## src/rtl/flag_pkg.sv

```systemverilog
`default_nettype none
// ============================================================================
// Module      : flag_pkg
// Description : Shared constants, types and width helpers for the
//               multi-context flag register bank.
// Revision    : 1.0 - initial release
// ============================================================================
package flag_pkg;

    // Default flag vector width: {N,Z,C,V}
    localparam int NFLAGS_DEF = 4;

    // Bit positions inside a flag vector (N at MSB)
    localparam int FLAG_V = 0;
    localparam int FLAG_C = 1;
    localparam int FLAG_Z = 2;
    localparam int FLAG_N = 3;

    typedef logic [NFLAGS_DEF-1:0] flags_t;

    // Width of a pending counter able to hold 0..max_pend
    function automatic int cnt_width(input int max_pend);
        return (max_pend < 1) ? 1 : $clog2(max_pend + 1);
    endfunction

    // Width of a context index; a single context still gets one bit
    function automatic int ctx_width(input int nctx);
        return (nctx < 2) ? 1 : $clog2(nctx);
    endfunction

endpackage
`default_nettype wire

```

## src/rtl/flag_ctx.sv

```systemverilog
`default_nettype none
// ============================================================================
// Module      : flag_ctx
// Description : One flag context: flag register, in-flight op counter and,
//               when FLAG_CKPT_EN is defined, a branch checkpoint register
//               restored on flush.
// Revision    : 1.0 - initial release
// ============================================================================
module flag_ctx
    import flag_pkg::*;
#(
    parameter int NFLAGS   = NFLAGS_DEF,
    parameter int MAX_PEND = 3,
    localparam int PW      = cnt_width(MAX_PEND)
) (
    input  logic              clk,
    input  logic              reset,
    input  logic              i_iss,
    input  logic              i_wr,
    input  logic [NFLAGS-1:0] i_wr_flags,
    input  logic              i_flush,
`ifdef FLAG_CKPT_EN
    input  logic              i_ckpt,
`endif
    output logic [NFLAGS-1:0] o_flags,
    output logic [PW-1:0]     o_pend,
    output logic              o_pend_nz,
    output logic              o_full,
    output logic              o_err
);

    logic [NFLAGS-1:0] r_flags;
    logic [PW-1:0]     r_pend;
    logic              w_full;
    logic              w_pend_nz;
    logic              w_inc;
    logic              w_dec;

    assign w_full    = (r_pend == PW'(MAX_PEND));
    assign w_pend_nz = (r_pend != '0);
    // Issue is dropped when full; a write only retires an op if one exists
    assign w_inc     = i_iss && !w_full;
    assign w_dec     = i_wr && w_pend_nz;

`ifdef FLAG_CKPT_EN
    logic [NFLAGS-1:0] r_ckpt;

    // Checkpoint captures the flags a branch predicted against (with bypass)
    always_ff @(posedge clk or negedge reset) begin
        if (!reset)
            r_ckpt <= '0;
        else if (i_ckpt)
            r_ckpt <= i_wr ? i_wr_flags : r_flags;
    end
`endif

    // Flag register: a flush restores the checkpoint over any same-cycle write
    always_ff @(posedge clk or negedge reset) begin
        if (!reset)
            r_flags <= '0;
`ifdef FLAG_CKPT_EN
        else if (i_flush)
            r_flags <= r_ckpt;
`endif
        else if (i_wr)
            r_flags <= i_wr_flags;
    end

    // Pending counter: flush wins, simultaneous inc/dec cancel out
    always_ff @(posedge clk or negedge reset) begin
        if (!reset)
            r_pend <= '0;
        else if (i_flush)
            r_pend <= '0;
        else if (w_inc && !w_dec)
            r_pend <= r_pend + PW'(1);
        else if (w_dec && !w_inc)
            r_pend <= r_pend - PW'(1);
    end

    assign o_flags   = r_flags;
    assign o_pend    = r_pend;
    assign o_pend_nz = w_pend_nz;
    assign o_full    = w_full;
    // Protocol violation: issue into a full counter, or write with none pending
    assign o_err     = (i_iss && w_full) || (i_wr && !w_pend_nz);

endmodule
`default_nettype wire

```

## src/rtl/flag_reg_bank.sv

```systemverilog
`default_nettype none
// ============================================================================
// Module      : flag_reg_bank
// Description : Multi-context flag register bank with same-cycle write
//               bypass, per-context in-flight tracking for branch stalls and
//               a sticky protocol-error flag.
//               Optional macro FLAG_CKPT_EN adds per-context flag checkpoints
//               (ports ckpt_en/ckpt_ctx) that are restored on flush.
// Revision    : 1.0 - initial release
// ============================================================================
module flag_reg_bank
    import flag_pkg::*;
#(
    parameter int NFLAGS   = NFLAGS_DEF,
    parameter int NCTX     = 2,
    parameter int MAX_PEND = 3,
    localparam int CTXW    = ctx_width(NCTX),
    localparam int PW      = cnt_width(MAX_PEND)
) (
    input  logic              clk,
    input  logic              reset,
    input  logic              iss_en,
    input  logic [CTXW-1:0]   iss_ctx,
    input  logic              wr_en,
    input  logic [CTXW-1:0]   wr_ctx,
    input  logic [NFLAGS-1:0] wr_flags,
    input  logic              flush,
    input  logic [CTXW-1:0]   flush_ctx,
    input  logic [CTXW-1:0]   rd_ctx,
`ifdef FLAG_CKPT_EN
    input  logic              ckpt_en,
    input  logic [CTXW-1:0]   ckpt_ctx,
`endif
    output logic [NFLAGS-1:0] rd_flags,
    output logic              rd_stall,
    output logic [NCTX-1:0]   pend_full,
    output logic              err
);

    logic [NFLAGS-1:0] w_flags [NCTX];
    logic [PW-1:0]     w_pend  [NCTX];
    logic [NCTX-1:0]   w_pend_nz;
    logic [NCTX-1:0]   w_full;
    logic [NCTX-1:0]   w_err_pulse;

    logic [NFLAGS-1:0] w_rd_reg_flags;
    logic [PW-1:0]     w_rd_pend;
    logic              w_rd_nz;
    logic              w_byp;
    logic              r_err;

    genvar g;
    generate
        for (g = 0; g < NCTX; g++) begin : g_ctx
            localparam logic [CTXW-1:0] c_idx = CTXW'(g);

            flag_ctx #(
                .NFLAGS   (NFLAGS),
                .MAX_PEND (MAX_PEND)
            ) u_ctx (
                .clk        (clk),
                .reset      (reset),
                .i_iss      (iss_en && (iss_ctx == c_idx)),
                .i_wr       (wr_en && (wr_ctx == c_idx)),
                .i_wr_flags (wr_flags),
                .i_flush    (flush && (flush_ctx == c_idx)),
`ifdef FLAG_CKPT_EN
                .i_ckpt     (ckpt_en && (ckpt_ctx == c_idx)),
`endif
                .o_flags    (w_flags[g]),
                .o_pend     (w_pend[g]),
                .o_pend_nz  (w_pend_nz[g]),
                .o_full     (w_full[g]),
                .o_err      (w_err_pulse[g])
            );
        end
    endgenerate

    // Select the stored state of the context being read
    always_comb begin
        w_rd_reg_flags = '0;
        w_rd_pend      = '0;
        w_rd_nz        = 1'b0;
        for (int i = 0; i < NCTX; i++) begin
            if (rd_ctx == CTXW'(i)) begin
                w_rd_reg_flags = w_flags[i];
                w_rd_pend      = w_pend[i];
                w_rd_nz        = w_pend_nz[i];
            end
        end
    end

    // Bypass is masked during reset so outputs read zero immediately
    assign w_byp    = reset && wr_en && (wr_ctx == rd_ctx);
    assign rd_flags = w_byp ? wr_flags : w_rd_reg_flags;
    // A same-cycle write retires one op, so stall only if more remain
    assign rd_stall = w_byp ? (w_rd_pend > PW'(1)) : w_rd_nz;

    // Sticky error collects any context's protocol violation
    always_ff @(posedge clk or negedge reset) begin
        if (!reset)
            r_err <= 1'b0;
        else if (|w_err_pulse)
            r_err <= 1'b1;
    end

    assign pend_full = w_full;
    assign err       = r_err;

endmodule
`default_nettype wire

```

## config.mk

```make
export PLATFORM = sky130hd
export DESIGN_NAME = flag_reg_bank
export DESIGN_NICKNAME = d
export VERILOG_FILES = /design/src/rtl/flag_pkg.sv /design/src/rtl/flag_ctx.sv /design/src/rtl/flag_reg_bank.sv
export SDC_FILE = /design/constraint.sdc
export NUM_CORES = 1
export LEC_CHECK = 0
export ABC_CLOCK_PERIOD_IN_PS = 1600
export CORE_ASPECT_RATIO = 1.4
export CORE_MARGIN = 5
export CORE_UTILIZATION = 42
export DETAILED_ROUTE_END_ITERATION = 10
export PLACE_DENSITY = 0.74
export SLEW_MARGIN = 20
export SYNTH_ARGS = -nofsm -noshare
export SYNTH_HDL_FRONTEND = slang
export SYNTH_SLANG_ARGS = --single-unit
```

## constraint.sdc

```tcl
create_clock -name clk -period 1.6 [get_ports clk]
set_clock_uncertainty 0.1 [all_clocks]
set_input_delay 0.32 -clock clk [delete_from_list [all_inputs] [get_ports clk]]
set_output_delay 0.32 -clock clk [all_outputs]
set_load 0.05 [all_outputs]
```

# After elaboration in Yosys (flattened, before gate mapping)
# Cells that the tools add are included.
[totals] register_bits=13 latch_bits=0 ram_bits=0 mem_bits_ro=0 input_bits=13 output_inout_bits=8 word_cells=62 n_memories=0
[op_classes] n_addsub=4 multipliers=0 div_mod_pow=0 magnitude_cmp=1 n_eq_ne=3 shift=0 muxes=11 bitwise_logic=3 reduce_logical=35
[op_table] cell="$logic_and 1x1->1" count=20
[op_table] cell="$mux 2" count=7
[op_table] cell="$logic_not 1->1" count=8
[op_table] cell="$mux 4" count=2
[op_table] cell="$reduce_bool 3->1" count=2
[op_table] cell="$add 2x1->2 const B" count=2
[op_table] cell="$eq 2x2->1 const B" count=2
[op_table] cell="$reduce_bool 2->1" count=2
[op_table] cell="$sub 2x1->2 const B" count=2
[op_table] cell="$not 1->1" count=3
[op_table] cell="$gt 2x1->1 const B" count=1
[op_table] cell="$logic_or 1x1->1" count=2
[op_table] cell="$mux 1" count=2
[op_table] cell="$reduce_or 2->1" count=1
[op_table] cell="$eq 1x1->1" count=1

# Longest topological paths before layout
# Gate-level depths: netlist of run 1.
[depth] depth_word=8 ltp_mapped=6 depth_no_buf=6

# Cells and area by module
# From an unflattened synthesis of run 1, not the netlist that was laid out.
[unflattened] hier_cells=71 hier_area_um2=820.8
[modules_own_cells] mod="flag_ctx" instances=2 cells_per_inst=25 area_each_um2=291.5 seq_area_each_um2=150.1
[modules_own_cells] mod="flag_reg_bank" instances=1 cells_per_inst=21 area_each_um2=237.7 seq_area_each_um2=25.0

# Least setup slack after synthesis of run 1
# OpenSTA, ideal clock, no wires.
[synth_path] path_kind="in2out" start="in rd_ctx" end="out rd_stall" arrival_ps=1959 t_required_ps=1180 slack_ps=-779 path_stages=4 path_buffers=1 cell_sequence="buf_2 or2_1 o22ai_1 a311oi_1"
[synth_between] elab_chain_cells=3 word_cells_on_any_way=6 classes_between="1 x order compare; 1 x eq/ne; 3 x mux; 1 x reduce/logical"
[synth_lines] item="start: declaration" line="flag_reg_bank.sv:29" rtl="input logic [CTXW-1:0] rd_ctx,"
[synth_lines] item="$mux 2 or $eq 1x1->1 (tied branches)" line="flag_reg_bank.sv:85, flag_reg_bank.sv:94"
[synth_lines] item="$gt 2x1->1 or $logic_and 1x1->1 (tied branches)" line="flag_reg_bank.sv:97, flag_reg_bank.sv:94"
[synth_lines] item="$mux 1 *" line="flag_reg_bank.sv:97" rtl="assign rd_stall = w_byp ? (w_rd_pend > PW'(1)) : w_rd_nz;"
[synth_lines] item="end: declaration" line="flag_reg_bank.sv:35" rtl="output logic rd_stall,"
# Every way passes the cells marked *; elsewhere a longest branch is shown, timed or not.

# Worst setup path after layout of run 1
[layout_path] start="in rd_ctx" end="out rd_flags[1]"
[layout_between] elab_chain_cells=3 word_cells_on_any_way=4 classes_between="1 x eq/ne; 2 x mux; 1 x reduce/logical"
[layout_lines] item="$eq 1x1->1" line="flag_reg_bank.sv:94" rtl="assign w_byp = reset && wr_en && (wr_ctx == rd_ctx);"
[layout_lines] item="$logic_and 1x1->1" line="flag_reg_bank.sv:94"
[layout_lines] item="$mux 4 *" line="flag_reg_bank.sv:95" rtl="assign rd_flags = w_byp ? wr_flags : w_rd_reg_flags;"
[layout_lines] item="end: declaration" line="flag_reg_bank.sv:34" rtl="output logic [NFLAGS-1:0] rd_flags,"
# Marks and branches as above.

==> results of run 1 <==
==> registers in the layout, summed over array words and instances (netlist names) <==
signal,flops
err,1
g_ctx.u_ctx.o_flags,8
g_ctx.u_ctx.o_pend,4
==> where the power goes <==
group	leakage, nW	total, mW	internal, mW	switching, mW
clock	0.0150	0.217	0.0967	0.121
combinational	0.429	0.933	0.489	0.444
sequential	0.154	0.448	0.400	0.0488
==> final cells by class <==
type	count	share of cell area [%]
flip-flops and latches	13	24.34
well taps	20	1.873
multi-input cells	52	39.61
clock buffers	4	1.966
repair buffers	44	32.21
==> layout by cell type, fill, tap and decap left out, drive strengths merged <==
master / instances
o211ai: 1
mux2: 17
o22ai: 1
ha: 2
or2: 1
dlygate4sd2: 3
nor3: 2
and2b: 1
a21oi: 3
a311oi: 1
a22oi: 1
nand2: 4
dfrtp: 13
nor3b: 3
a2111o: 1
xor2: 4
nor2: 2
or3: 2
buf: 34
clkdlybuf4s50: 6
clkdlybuf4s15: 1
and2: 2
o21ai: 3
clkbuf: 4
nor2b: 1
==> metrics by stage <==
stage / utilization, % / setup TNS, ps / instances / hold slack [ps] / cell area (sq um)
6_report: 76.07 / -1069 / 133 / 71.50 / 1336
5_1_grt: 76.07 / -1414 / 133 / 82.80 / 1336
4_1_cts: 74.72 / -1150 / 133 / 79.77 / 1313
3_5_place_dp: 70.23 / -7397 / 128 / 399.1 / 1234
3_3_place_gp: 70.23 / -7044 / 128 / 384.5 / 1234
2_1_floorplan: - / -446.7 / 68 / -75.59 / 835.8
==> critical path: stages <==
cell and delay, ps:
buf_8 100, or2_4 250, a21oi_4 230, mux2_4 330
buf_8 150
==> layer usage <==
| layer | global-route usage [%] | routed length, um |
|---|---|---|
| met1 | 18.82 | 740 |
| met2 | 32.87 | 1191 |
| met3 | 1.780 | 83 |
| met4 | 6.098 | 27 |
| met5 | 0 | 0 |
==> worst paths after layout <==
check,slack (ps),cells past startpoint,endpoint,start
min,70,2,g_ctx[0].u_ctx.o_flags[3],reset
max reg2reg,-10,6,g_ctx[0].u_ctx.o_pend[1],g_ctx[0].u_ctx.o_pend[1]
min in group clk,340,2,err,iss_en
min reg2reg,410,1,g_ctx[1].u_ctx.o_flags[2],g_ctx[1].u_ctx.o_flags[2]
max,-220,5,rd_flags[1],rd_ctx
max in group asynchronous,1150,2,err,reset
==> kinds of logic after synthesis <==
family	count (synthesis)	share of synthesized area (%)
and+or+nand+nor	18	13.53
muxes	17	24.64
DFF	13	41.87
AOI/OAI and AO/OA	11	9.663
xor gates and xnor gates	4	4.508
buffers and inverters	3	2.575
adders and majority gates	2	3.220
==> timing repair <==
item                                    in CTS  in global routing
endpoints found under the setup margin      10                  9
hold endpoints to repair                     0                  0
pin swaps                                    4                  1
setup buffers                                1                  0
hold buffers                                 0                  0
gates resized for setup                     29                  4
==> cells in the mapped netlist <==
cell type  count  area [sq um]
mux2_2        17         191.4
and2b_1        1         7.510
nor2b_1        1         6.260
nand2_1        4         15.01
o211ai_1       1         7.510
o21ai_0        3         15.01
a2111o_1       1         11.26
a311oi_1       1         8.760
buf_2          1         5.000
nor3_1         2         10.01
a22oi_1        1         7.510
ha_1           2         25.02
a21oi_2        1         8.760
nor3b_1        3         22.52
a21oi_1        2         10.01
or2_1          1         6.260
xor2_1         4         35.03
o22ai_1        1         6.260
nor2_1         2         7.510
and2_4         2         17.52
or3_1          2         12.51
buf_4          2         15.01
dfrtp_1       13         325.3
==> key figures, run 1 <==
Status
  • Status: complete, but fails checks
  • Failing checks: negative setup slack

Die
  • Starting Density: 44.23%
  • Num ports: 21
  • Area of the core: 1757 sq um
  • Die Area: approximately 2800 sq um
  • Die height: 60.89 um
  • Chip width: approximately 46 um
  • Row cnt: 18

Route
  • Total Wirelength: 2042 um
  • ANT nets after route: 0
  • Detailed Route Iter0 Violations: 14
  • Vias/cell: 5.218
  • DR DRC count: 0
  • Drt wl/cell: roughly 15 um
  • TritonRoute pass-1 iters: 2
  • Routed via count: 694

Timing
  • Worst relative slew slack: 80.67%
  • Max Freq: approximately 550 MHz
  • Tcrit/Tclk final: 113.6%
  • Worst Tran Pin Value: 291.2 ps
  • Final Max Tran Viols: 0
  • Fin. Hold Viols: 0
  • Final setup fails: 7
  • Worst Slack Setup Final: -216.9 ps
  • RSZ-0062 raised after global routing: true
  • Tmin final: 1817 ps

Min path
  • Min-delay worst type: input port to async pin

Worst setup path
  • Crit Path Max Fanout: 4
  • WS Path Type: input port to output pin
  • Arr. time, crit path: about 1400 ps
  • WP data required: 1180 ps
  • Crit end category: output pin
  • Critical Path Source Type: input port

Clock tree
  • Worst-Skew Late Latency: 280 ps
  • CTS tree: built
  • CTS root buffer: clkbuf_4
  • Num CTS Buffers: 3
  • Clk slew on worst S/H paths: around 90 ps
  • Clock tree buffer depth: 2
  • H-tree levels: 1
  • # clock sinks: 13

Power and ir drop
  • Max VDD drop: 0.0008322 V
  • Power per cell area: 1197 nW/um^2
  • Final Power: around 1.6 mW
  • Leakage: about 0.6 nW

Final layout
  • Area of the multi-input gates: 529.3 sq um
  • Area delta synth->final: 71.98%
  • Final #Nets: 129
  • Filler cell count: 118
  • Sequential cell area: 325.3 sq um
  • N_diodes: 0
  • Share of cells above drive strength 1: 61.95%

Place
  • GP Congestion: 0.7638
  • Pre-CTS setup slack: -666.2 ps
  • Placed wire-length estimate: 1672 um
  • Port Buffers: 20

Global routing
  • GR Util All Layers: 17.23%
  • Grt ovf: 0
  • Vias in the first global route: 790
  • First-pass GRT wire length: approximately 3500 um
  • Pin count of the biggest net entering global routing: 15
  • Initial antenna violation count: 0

Yosys
  • Yosys reg bits: 13
  • Register area share after synthesis: 41.87%
  • Synth unique cells: 23
  • Synth warnings: 0
  • Net count after synthesis: 83
  • Post-Syn Area: 777.0 sq um
  • Syn Area/Cell: 11.43 sq um
  • Mapped Cells: 68

Run
  • Maxcap violations: 0
Note: power is estimated with default switching activity, not from simulation.
==> run 2: changes to the inputs <==
--- a/config.mk
+++ b/config.mk
@@ -10,8 +10,9 @@
 export CORE_MARGIN = 5
 export CORE_UTILIZATION = 42
 export DETAILED_ROUTE_END_ITERATION = 10
-export PLACE_DENSITY = 0.74
+export PLACE_DENSITY = 0.73
 export SLEW_MARGIN = 20
 export SYNTH_ARGS = -nofsm -noshare
 export SYNTH_HDL_FRONTEND = slang
+export SYNTH_HIERARCHICAL = 1
 export SYNTH_SLANG_ARGS = --single-unit
==> run 2 against run 1 <==
Effect of this change: the run still ends with negative setup slack left; count of clock-buffer cells in the layout is the same; utilization down 13 points; non-clock buffer count decreased by 10; worst setup slack got worse by 160 ps; sequential cell count is the same; synthesized area increased by 5.6%; maximum frequency down 8.1%; sequential share of layout area up 2.6 points; combinational power is 43% lower; critical path type is now flop to output pin.
==> key figures, run 2 <==
Yosys
  • Mapped Cells: 71
  • Synth unique cells: 20
  • Number of synthesized flops with an enable pin: 0
  • Top_reg_cell synth: dfrtp_1
  • Synth cell count leaders: 13 x dfrtp_1, 12 x mux2_2, 7 x nor2b_1
  • Most area-hungry cell type in the Yosys netlist: dfrtp_1
  • Post-Syn Area: 820.8 sq um
  • Top-count cell post-synth: dfrtp_1
  • Synth warnings: 6
  • Share of the synthesized area in the top cell type: 39.63%
  • Largest cells by area after synthesis: dfrtp_1 40%, mux2_2 16%, mux2_4 7.3%
  • Fraction of registers with async set or reset after synthesis: between 90% and 100%
  • Yosys reg bits: 13
  • Syn Area/Cell: 11.56 sq um
  • Net count after synthesis: 84
  • Register area share after synthesis: between 30 and 40%

Min path
  • Min-delay worst type: input port to async pin

Route
  • Detailed Route Iter0 Violations: 6
  • ANT nets after route: 0
  • DR DRC count: 0
  • TritonRoute pass-1 iters: 3
  • Vias/cell: between 5 and 6
  • Drt wl/cell: 14.56 um
  • Total Wirelength: 1834 um
  • Routed via count: 661

Place
  • Post-DP Area: 1119 sq um
  • Port Buffers: 20
  • DP Cell Count: 121
  • Pre-CTS setup slack: -616.9 ps
  • Placed wire-length estimate: around 1400 um
  • GP Congestion: 0.6942

Global routing
  • GR Util All Layers: 13.71%
  • First-pass GRT wire length: 2994 um
  • Met1 usage: between 15 and 20%
  • Vias in the first global route: 699
  • Initial antenna violation count: 0
  • GRT met3 Usage: under 10%
  • Met2 Use GR: 21.81%
  • Most Crowded Layer GR: met2
  • Grt ovf: 0
  • Pin count of the biggest net entering global routing: 14

Worst setup path
  • Worst r2r path cells: 3
  • Crit end category: output pin
  • R2R Setup Slk: 180 ps
  • Worst r2r src: g_ctx[1].u_ctx/o_pend[0]
  • Reg2reg end: g_ctx[1].u_ctx/o_pend[0]
  • Critical Path Source Type: flop
  • Crit Path Max Fanout: 2
  • WP data required: 1180 ps
  • Critical path launch point: g_ctx[0].u_ctx/o_pend[1]
  • Arr. time, crit path: ~1600 ps
  • WS Path Type: flop to output pin

Die
  • Die height: 62.31 um
  • Chip width: 47.36 um
  • Starting Density: 42.63%
  • Num ports: 21
  • Row cnt: 19
  • Area of the core: 1926 sq um
  • Die Area: 2951 sq um

Power and ir drop
  • Max VDD drop: 0.0005885 V
  • Leakage: 0.5209 nW
  • Final Power: 1.135 mW
  • Power per cell area: 939.4 nW/um^2

Final layout
  • Most frequent cells in the layout: 13 x dfrtp_1, 12 x mux2_2, 12 x buf_4, 8 x clkdlybuf4s50_1
  • Final Util: 62.77%
  • N_diodes: 0
  • Commonest non-fill, non-tap cell in the layout: dfrtp_1
  • Final #Nets: 119
  • Final Non-Filler Cells: approximately 130
  • Share of cells above drive strength 1: 48.57%
  • Max reg flops: 8
  • Area delta synth->final: 47.26%
  • Final Instance Area: 1209 sq um

Timing
  • Tmin final: 1976 ps
  • Worst relative slew slack: 77.34%
  • RSZ-0062 raised after global routing: true
  • Final setup fails: 5
  • Final Max Tran Viols: 0
  • Final setup TNS: -1036 ps
  • Hold slack: roughly 40 ps
  • Tcrit/Tclk final: 123.5%
  • Fin. Hold Viols: 0
  • Worst Slack Setup Final: -376.4 ps
  • Worst Tran Pin Value: 340.0 ps
  • Max Freq: around 510 MHz

Status
  • Status: complete, but fails checks
  • Failing checks: negative setup slack

Clock tree
  • H-tree levels: 1
  • CTS root buffer: clkbuf_4
  • # clock sinks: 13
  • Cts hold-fix bufs: 0
  • Clock tree buffer depth: 2
  • Clk slew on worst S/H paths: 90 ps
  • Worst-Skew Late Latency: 260 ps
  • Num CTS Buffers: 3
  • CTS tree: built

Run
  • Maxcap violations: 0
[run 2: changes by cell type after synthesis, sizes merged, moves of 2 or more]
cell and delta:
nand2 -2, nand2b +2, nor2b +6, ha -2, and2 +3, nor2 -2, a211oi +2, or3b +2
inv +2, xor2 -4, o21ai +3, nor3b -3, nor3 -2
[run 2: critical path: stages, from the launching register on]
cell     delay, ps
dfrtp_1        390
or2_4          240
mux4_2         480
buf_8          170
[run 2: worst max-delay path by stage]
stage | endpoint | slack (ps) | depth (start not counted)
after floorplan | rd_stall | -90 | 5
after global placement | rd_flags[0] | -580 | 6
after detailed placement | rd_flags[1] | -620 | 5
after CTS | rd_stall | -390 | 3
after global routing | rd_stall | -420 | 3
final | rd_stall | -380 | 3
[run 2: cells by family (layout without fill, tap and decap cells)]
group / after synthesis / after routing / share of synthesized area (%)
DFF: 13 / 13 / 39.63
buffers and inverters: 6 / 40 / 6.402
and+or+nand+nor: 22 / 22 / 17.07
xor gates and xnor gates: 1 / 1 / 1.067
AOI/OAI and AO/OA: 12 / 12 / 8.842
muxes: 17 / 17 / 26.98
[run 2: routing by layer]
metal / share of wire, % / routed length (um) / up-vias
met3: 4.1 / 75 / 4
met2: 52 / 962 / 18
met4: 1.5 / 27 / 0
met1: 42 / 768 / 321
li1: - / - / 318
met5: 0 / 0 / -
[run 2: what timing repair did]
item	4_1_cts	5_1_grt
setup endpoints to repair	7	7
pin swaps	4	0
setup buffers	1	0
resized for setup	26	2
[run 2: area by class of cell]
| type | count | area (sq um) |
|---|---|---|
| multi-input cells | 52 | 461.7 |
| well taps | 21 | 26.28 |
| inverters | 2 | 7.507 |
| fillers | 150 | 716.9 |
| repair buffers | 34 | 361.6 |
| clock buffers | 4 | 26.28 |
| flip-flops and latches | 13 | 325.3 |
[run 2: power by group]
part	leakage (nW)	switching (mW)	internal, mW
combinational	0.352	0.249	0.282
sequential	0.154	0.0244	0.376
clock	0.0150	0.108	0.0965
==> run 3: changes to the inputs <==
--- a/config.mk
+++ b/config.mk
@@ -11,7 +11,7 @@
 export CORE_UTILIZATION = 42
 export DETAILED_ROUTE_END_ITERATION = 10
 export PLACE_DENSITY = 0.73
-export SLEW_MARGIN = 20
+export SLEW_MARGIN = 15
 export SYNTH_ARGS = -nofsm -noshare
 export SYNTH_HDL_FRONTEND = slang
 export SYNTH_HIERARCHICAL = 1
==> results of run 3 <==
No change in the layout: final DEF, timing and power equal those of run 2.
